==> src/rtl/eq_audio_pkg.sv <==
// rtl/eq_audio_pkg.sv - shared types and constants for the equalizer audio output path
package eq_audio_pkg;

    localparam int AUDIO_DATA_W   = 24;
    localparam int I2S_SLOT_W     = 32;
    localparam int I2S_FRAME_BITS = 2 * I2S_SLOT_W;

    typedef struct packed {
        logic [AUDIO_DATA_W-1:0] l;
        logic [AUDIO_DATA_W-1:0] r;
    } stereo_sample_t;

    typedef enum logic [1:0] {
        IDLE,
        PRIME,
        STREAM
    } i2s_tx_state_t;

endpackage

==> src/rtl/stereo_sample_fifo.sv <==
// rtl/stereo_sample_fifo.sv - synchronous FIFO of stereo sample pairs with occupancy level
module stereo_sample_fifo
    import eq_audio_pkg::*;
#(
    parameter int DEPTH = 4
) (
    input  logic                     clk,
    input  logic                     reset_n,
    input  logic                     clear,
    input  logic                     push,
    input  logic                     pop,
    input  stereo_sample_t           wdata,
    output stereo_sample_t           rdata,
    output logic                     full,
    output logic                     empty,
    output logic [$clog2(DEPTH):0]   level
);

    localparam int AW = $clog2(DEPTH);

    stereo_sample_t mem [DEPTH];
    logic [AW-1:0]  wr_ptr;
    logic [AW-1:0]  rd_ptr;
    logic           do_push;
    logic           do_pop;

    assign full    = (level == (AW+1)'(DEPTH));
    assign empty   = (level == '0);
    assign do_pop  = pop && !empty;
    // A full FIFO still accepts a write when the same cycle frees a slot.
    assign do_push = push && (!full || do_pop);
    assign rdata   = mem[rd_ptr];

    always_ff @(posedge clk) begin
        if (do_push) begin
            mem[wr_ptr] <= wdata;
        end
    end

    always_ff @(posedge clk) begin
        if (!reset_n || clear) begin
            wr_ptr <= '0;
            rd_ptr <= '0;
            level  <= '0;
        end else begin
            if (do_push) begin
                wr_ptr <= wr_ptr + 1'b1;
            end
            if (do_pop) begin
                rd_ptr <= rd_ptr + 1'b1;
            end
            case ({do_push, do_pop})
                2'b10:   level <= level + 1'b1;
                2'b01:   level <= level - 1'b1;
                default: level <= level;
            endcase
        end
    end

endmodule

==> src/rtl/eq_i2s_tx.sv <==
// rtl/eq_i2s_tx.sv - buffered I2S transmitter pacing the EQ pipeline with a per-frame sample request
module eq_i2s_tx
    import eq_audio_pkg::*;
#(
    parameter int FIFO_DEPTH = 4,
    parameter int DATA_W     = AUDIO_DATA_W,
    parameter int BCLK_DIV   = 4
) (
    input  logic                          clk,
    input  logic                          reset_n,
    input  logic                          run,
    input  logic                          l_data_valid,
    input  logic                          r_data_valid,
    input  logic [DATA_W-1:0]             l_data_in,
    input  logic [DATA_W-1:0]             r_data_in,
    output logic                          sample_req,
    output logic                          bclk,
    output logic                          lrclk,
    output logic                          sdata,
    output logic [$clog2(FIFO_DEPTH):0]   fifo_level,
    output logic                          underrun,
    output logic                          overrun
);

    localparam int          LVL_W  = $clog2(FIFO_DEPTH) + 1;
    localparam int          DIV_W  = (BCLK_DIV > 1) ? $clog2(BCLK_DIV) : 1;
    localparam logic [4:0]  LAST_P = 5'(DATA_W);

    i2s_tx_state_t      state_q;
    i2s_tx_state_t      state_d;
    logic [DIV_W-1:0]   div_cnt;
    logic [5:0]         bit_cnt;
    logic [5:0]         bit_nxt;
    logic [4:0]         slot_pos;
    logic [DATA_W-1:0]  slot_word;
    stereo_sample_t     tx_pair;
    stereo_sample_t     push_pair;
    stereo_sample_t     fifo_rdata;
    logic               fifo_full;
    logic               fifo_empty;
    logic               tick;
    logic               fall;
    logic               frame_start;
    logic               pop;
    logic               push_req;
    logic               push;
    logic               sdata_nxt;
    logic               underrun_d;
    logic               overrun_d;

    assign tick        = (div_cnt == DIV_W'(BCLK_DIV - 1));
    assign fall        = tick && bclk;
    assign frame_start = fall && (bit_cnt == 6'(I2S_FRAME_BITS - 1));
    assign bit_nxt     = bit_cnt + 1'b1;

    // Serial bit for the position bit_cnt is about to enter; one-bit I2S delay after the slot edge.
    assign slot_pos  = bit_nxt[4:0];
    assign slot_word = bit_nxt[5] ? tx_pair.r : tx_pair.l;
    assign sdata_nxt = (slot_pos != 5'd0 && slot_pos <= LAST_P) ? slot_word[LAST_P - slot_pos] : 1'b0;

    assign push_pair.l = l_data_in;
    assign push_pair.r = r_data_in;
    assign push_req    = l_data_valid && r_data_valid && run;
    assign push        = push_req && (!fifo_full || pop);
    assign overrun_d   = push_req && fifo_full && !pop;

    stereo_sample_fifo #(
        .DEPTH (FIFO_DEPTH)
    ) u_fifo (
        .clk     (clk),
        .reset_n (reset_n),
        .clear   (!run),
        .push    (push),
        .pop     (pop),
        .wdata   (push_pair),
        .rdata   (fifo_rdata),
        .full    (fifo_full),
        .empty   (fifo_empty),
        .level   (fifo_level)
    );

    always_comb begin
        state_d    = state_q;
        pop        = 1'b0;
        underrun_d = 1'b0;
        case (state_q)
            IDLE: state_d = PRIME;
            PRIME: begin
                if (frame_start && fifo_level >= LVL_W'(2)) begin
                    pop     = 1'b1;
                    state_d = STREAM;
                end
            end
            STREAM: begin
                if (frame_start) begin
                    if (fifo_empty) begin
                        underrun_d = 1'b1;
                        state_d    = PRIME;
                    end else begin
                        pop = 1'b1;
                    end
                end
            end
            default: state_d = IDLE;
        endcase
        if (!run) begin
            state_d    = IDLE;
            pop        = 1'b0;
            underrun_d = 1'b0;
        end
    end

    always_ff @(posedge clk) begin
        if (!reset_n) begin
            state_q <= IDLE;
        end else begin
            state_q <= state_d;
        end
    end

    // Stopping aborts mid-frame: every serial output returns to its idle level on the next edge.
    always_ff @(posedge clk) begin
        if (!reset_n || !run) begin
            div_cnt    <= '0;
            bclk       <= 1'b0;
            bit_cnt    <= 6'(I2S_FRAME_BITS - 1);
            lrclk      <= 1'b1;
            sdata      <= 1'b0;
            tx_pair    <= '0;
            sample_req <= 1'b0;
            underrun   <= 1'b0;
            overrun    <= 1'b0;
        end else begin
            sample_req <= frame_start;
            underrun   <= underrun_d;
            overrun    <= overrun_d;
            if (tick) begin
                div_cnt <= '0;
                bclk    <= ~bclk;
            end else begin
                div_cnt <= div_cnt + 1'b1;
            end
            if (fall) begin
                bit_cnt <= bit_nxt;
                lrclk   <= bit_nxt[5];
                sdata   <= sdata_nxt;
            end
            if (frame_start) begin
                tx_pair <= pop ? fifo_rdata : '0;
            end
        end
    end

endmodule

==> config.mk <==
export PLATFORM = sky130hd
export DESIGN_NAME = eq_i2s_tx
export DESIGN_NICKNAME = d
export VERILOG_FILES = /design/src/rtl/eq_audio_pkg.sv /design/src/rtl/stereo_sample_fifo.sv /design/src/rtl/eq_i2s_tx.sv
export SDC_FILE = /design/constraint.sdc
export NUM_CORES = 1
export LEC_CHECK = 0
export CAP_MARGIN = 25
export CELL_PAD_IN_SITES_DETAIL_PLACEMENT = 0
export CELL_PAD_IN_SITES_GLOBAL_PLACEMENT = 1
export CORE_MARGIN = 2
export CORE_UTILIZATION = 50
export DETAILED_ROUTE_END_ITERATION = 7
export GPL_TIMING_DRIVEN = 1
export PLACE_DENSITY_LB_ADDON = 0.1
export SYNTH_ARGS = -nofsm -noshare
export SYNTH_HDL_FRONTEND = slang
export SYNTH_SLANG_ARGS = --single-unit
==> constraint.sdc <==
create_clock -name clk -period 3.9 [get_ports clk]
set_input_delay 0.39 -clock clk [delete_from_list [all_inputs] [get_ports clk]]
set_output_delay 0.39 -clock clk [all_outputs]
set_load 0.02 [all_outputs]
==> impl_metrics.yaml <==
yosys:
  synth_area_leaders: "edfxtp_1 (55%), dfxtp_1 (14%), mux4_2 (11%), a22oi_1 (3.6%), nor2_1 (2.6%)"
  ys_seq_elements: 264
  synth-edff-count: 192
  ys.warnings.count: 0
  synth_top_area_cell: "edfxtp_1"
  syn_area_mm2: 0.0104
  synth_top_area_frac: 0.555
  synth_area_per_cell_um2: 16.0
  ys_seq_area_frac: 0.694
  ys_types: 49
  syn_nets: 715
  synth-main-ff-cell: "edfxtp_1"
  async_flop_share: 0
  synthCells: 649
sta:
  slew_headroom: 0.411
  layout_min_cycle_time_ns: 3.36
  rsz0062_at_grt: "no"
  hold_violations: 0
  min_period_over_period: 0.863
  worst_slew_pin_slew_ns: 0.884
  slew_violations: 0
  finalSetupViolCount: 0
  setup_tns_ns: 0
  fmax_mhz: 297
  finalClockSkew_ns: 0.0152
clock_tree:
  post_cts_buffers: 0
  cts_buffer_depth: 3
  clk_pin_slew_ns: 0.06
  cts_made_buffers: 27
  clock-sinks: 264
  cts_tree: "built"
  htreeDepth: 1
  cts_resized: 0
  worstSkewPairLatency_ns: 0.52
  root_buffer: "clkbuf_16"
  ctsHoldBuffers: 0
route:
  wl_per_cell_um: 20.1
  drtIter0Drc: 375
  first_pass_iters: 5
  vias: 5759
  vias_per_cell: 5.76
  wl_mm: 20.1
  drtAntennaViolNets: 0
  drc: 0
global_routing:
  grt_use_total: 0.186
  grt_max_degree: 51
  grt_pass1_wl_mm: 31.8
  grt_pass1_vias: 5868
  grt_antenna_before_repair: 0
  overflow: 0
die:
  io_pins: 62
  chipWidth_um: 148
  dieHeight_um: 148
  die_area_mm2: 0.0219
  core.rowCount: 52
  start_util: 0.512
  core_area_mm2: 0.0203
layout:
  area_growth_syn_to_layout_pct: 17.5
  n_antenna_cell: 0
  finish.utilization: 0.601
  fin_nets: 775
  final_layout_size_suffix_gt1_frac: 0.156
power_and_ir_drop:
  p_leak_uw: 0.00393
  irDropWorstVdd_v: 0.000406
  power.density_mw_per_mm2: 463
placed_design:
  dp_hpwl_mm: 12.6
  port_buffers: 61
  gp_congestion: 0.862
min_path:
  hp-class: "register to register"
worst_setup_path:
  critical_path_required_ns: 4.35
  criticalPathCategory: "register to register"
  worst_setup_path_end_kind: "register"
  critPathLaunchType: "register"
  crit_fanout: 26
  crit_arrival_ns: 3.81
outcome:
  status: "complete, no violations"
run:
  maxCapViolCount: 0
-- power by group --
| part | internal (uW) | total [uW] | switching [uW] | leakage (uW) |
|---|---|---|---|---|
| logic | 70.7 | 137 | 66.8 | 0.00119 |
| clock network | 1500 | 2480 | 978 | 0.000424 |
| registers | 3030 | 3030 | 6.39 | 0.00232 |
| total | 4600 | 5650 | 1050 | 0.00393 |
-- registers in the layout, summed over array words and instances (netlist names), 2 cells and up, named ones only --
signal	count
state_q	2
u_fifo.wr_ptr	2
u_fifo.mem	192
u_fifo.level	3
u_fifo.rd_ptr	2
bit_cnt	5
tx_pair	48
div_cnt	2
-- cells by family (layout without fill, tap and decap cells) --
kind of cell	after synthesis	after routing	share of synthesized area
and+or+nand+nor	150	150	0.0693
xor gates and xnor gates	13	13	0.0128
muxes	66	66	0.125
AOI/OAI and AO/OA	91	91	0.0615
buffers and inverters	52	133	0.0211
DFF	264	264	0.694
adders and majority gates	13	13	0.0164
-- synth_stat cells, drive strengths merged (4+ instances only) --
| cell | n |
|---|---|
| nor4 | 4 |
| a22oi | 50 |
| mux2i | 13 |
| nor2b | 4 |
| dfxtp | 72 |
| clkbuf | 27 |
| xor2 | 4 |
| nand2b | 4 |
| xnor2 | 9 |
| buf | 16 |
| inv | 9 |
| a21oi | 11 |
| mux4 | 51 |
| and2 | 8 |
| o21ai | 9 |
| nor2 | 72 |
| a211oi | 5 |
| edfxtp | 192 |
| nand4 | 4 |
| nand3 | 7 |
| nand2 | 29 |
| ha | 12 |
-- final timing paths --
check               endpoint        from  cells past startpoint  slack [ns]
max          u_fifo.level[2]  bit_cnt[1]                     11        0.54
min               div_cnt[0]  div_cnt[0]                      1        0.44
max reg2reg  u_fifo.level[2]  bit_cnt[1]                     11        0.54
min reg2reg       div_cnt[0]  div_cnt[0]                      1        0.44
-- critical path: stages, from the launching register on --
cell and delay [ns]:
dfxtp_1 0.49, ha_1 0.38, and3_1 0.28, nand4_2 0.16
nor4_4 0.35, buf_4 0.34, ha_1 0.24, inv_1 0.07
fa_1 0.37, xor2_1 0.16, or3_1 0.31, a21oi_1 0.14
-- placed cells by master (no fill, tap or decap), drive strengths merged, types with 3 or more instances in the layout --
cell           netlist  final
edfxtp             192    192
nor2                72     72
dfxtp               72     72
clkdlybuf4s50        0     61
mux4                51     51
a22oi               50     50
clkbuf              27     41
nand2               29     29
mux2i               13     13
buf                 16     13
ha                  12     12
a21oi               11     11
inv                  9     10
o21ai                9      9
xnor2                9      9
and2                 8      8
nand3                7      7
clkinv               0      6
a211oi               5      5
xor2                 4      4
nor2b                4      4
nand2b               4      4
nand4                4      4
nor4                 4      4
and3                 3      3
nor3                 3      3
o31ai                3      3
a31oi                3      3
-- through the flow --
step	setup slack, ns	instances	area (um^2)	hold slack (ns)	power [uW]
after global placement	0.685	949	11300	0.410	3220
after detailed placement	0.558	949	11300	0.426	3230
final	0.536	1000	12200	0.437	5650
after global routing	0.352	1000	12200	0.452	5830
after CTS	0.540	999	12200	0.441	5710
after floorplan	0.400	649	10400	0.404	3140
-- final cells by class --
class,instances,area [um^2]
fill,1583,8100
sequential,264,7210
multi-input combinational,333,2970
clock buffer,41,778
timing repair buffer,74,778
tap,270,338
clock inverter,9,92.6
inverter,9,33.8
-- metal layers --
metal  wire length [um]  up-vias  GRT usage
li1                   -     2641          -
met1               8760     2935      0.253
met2              10000      154      0.317
met3                985       29     0.0298
met4                321        0     0.0452
met5                  0        -          0
No activity file was read; power rests on OpenSTA's default activity.
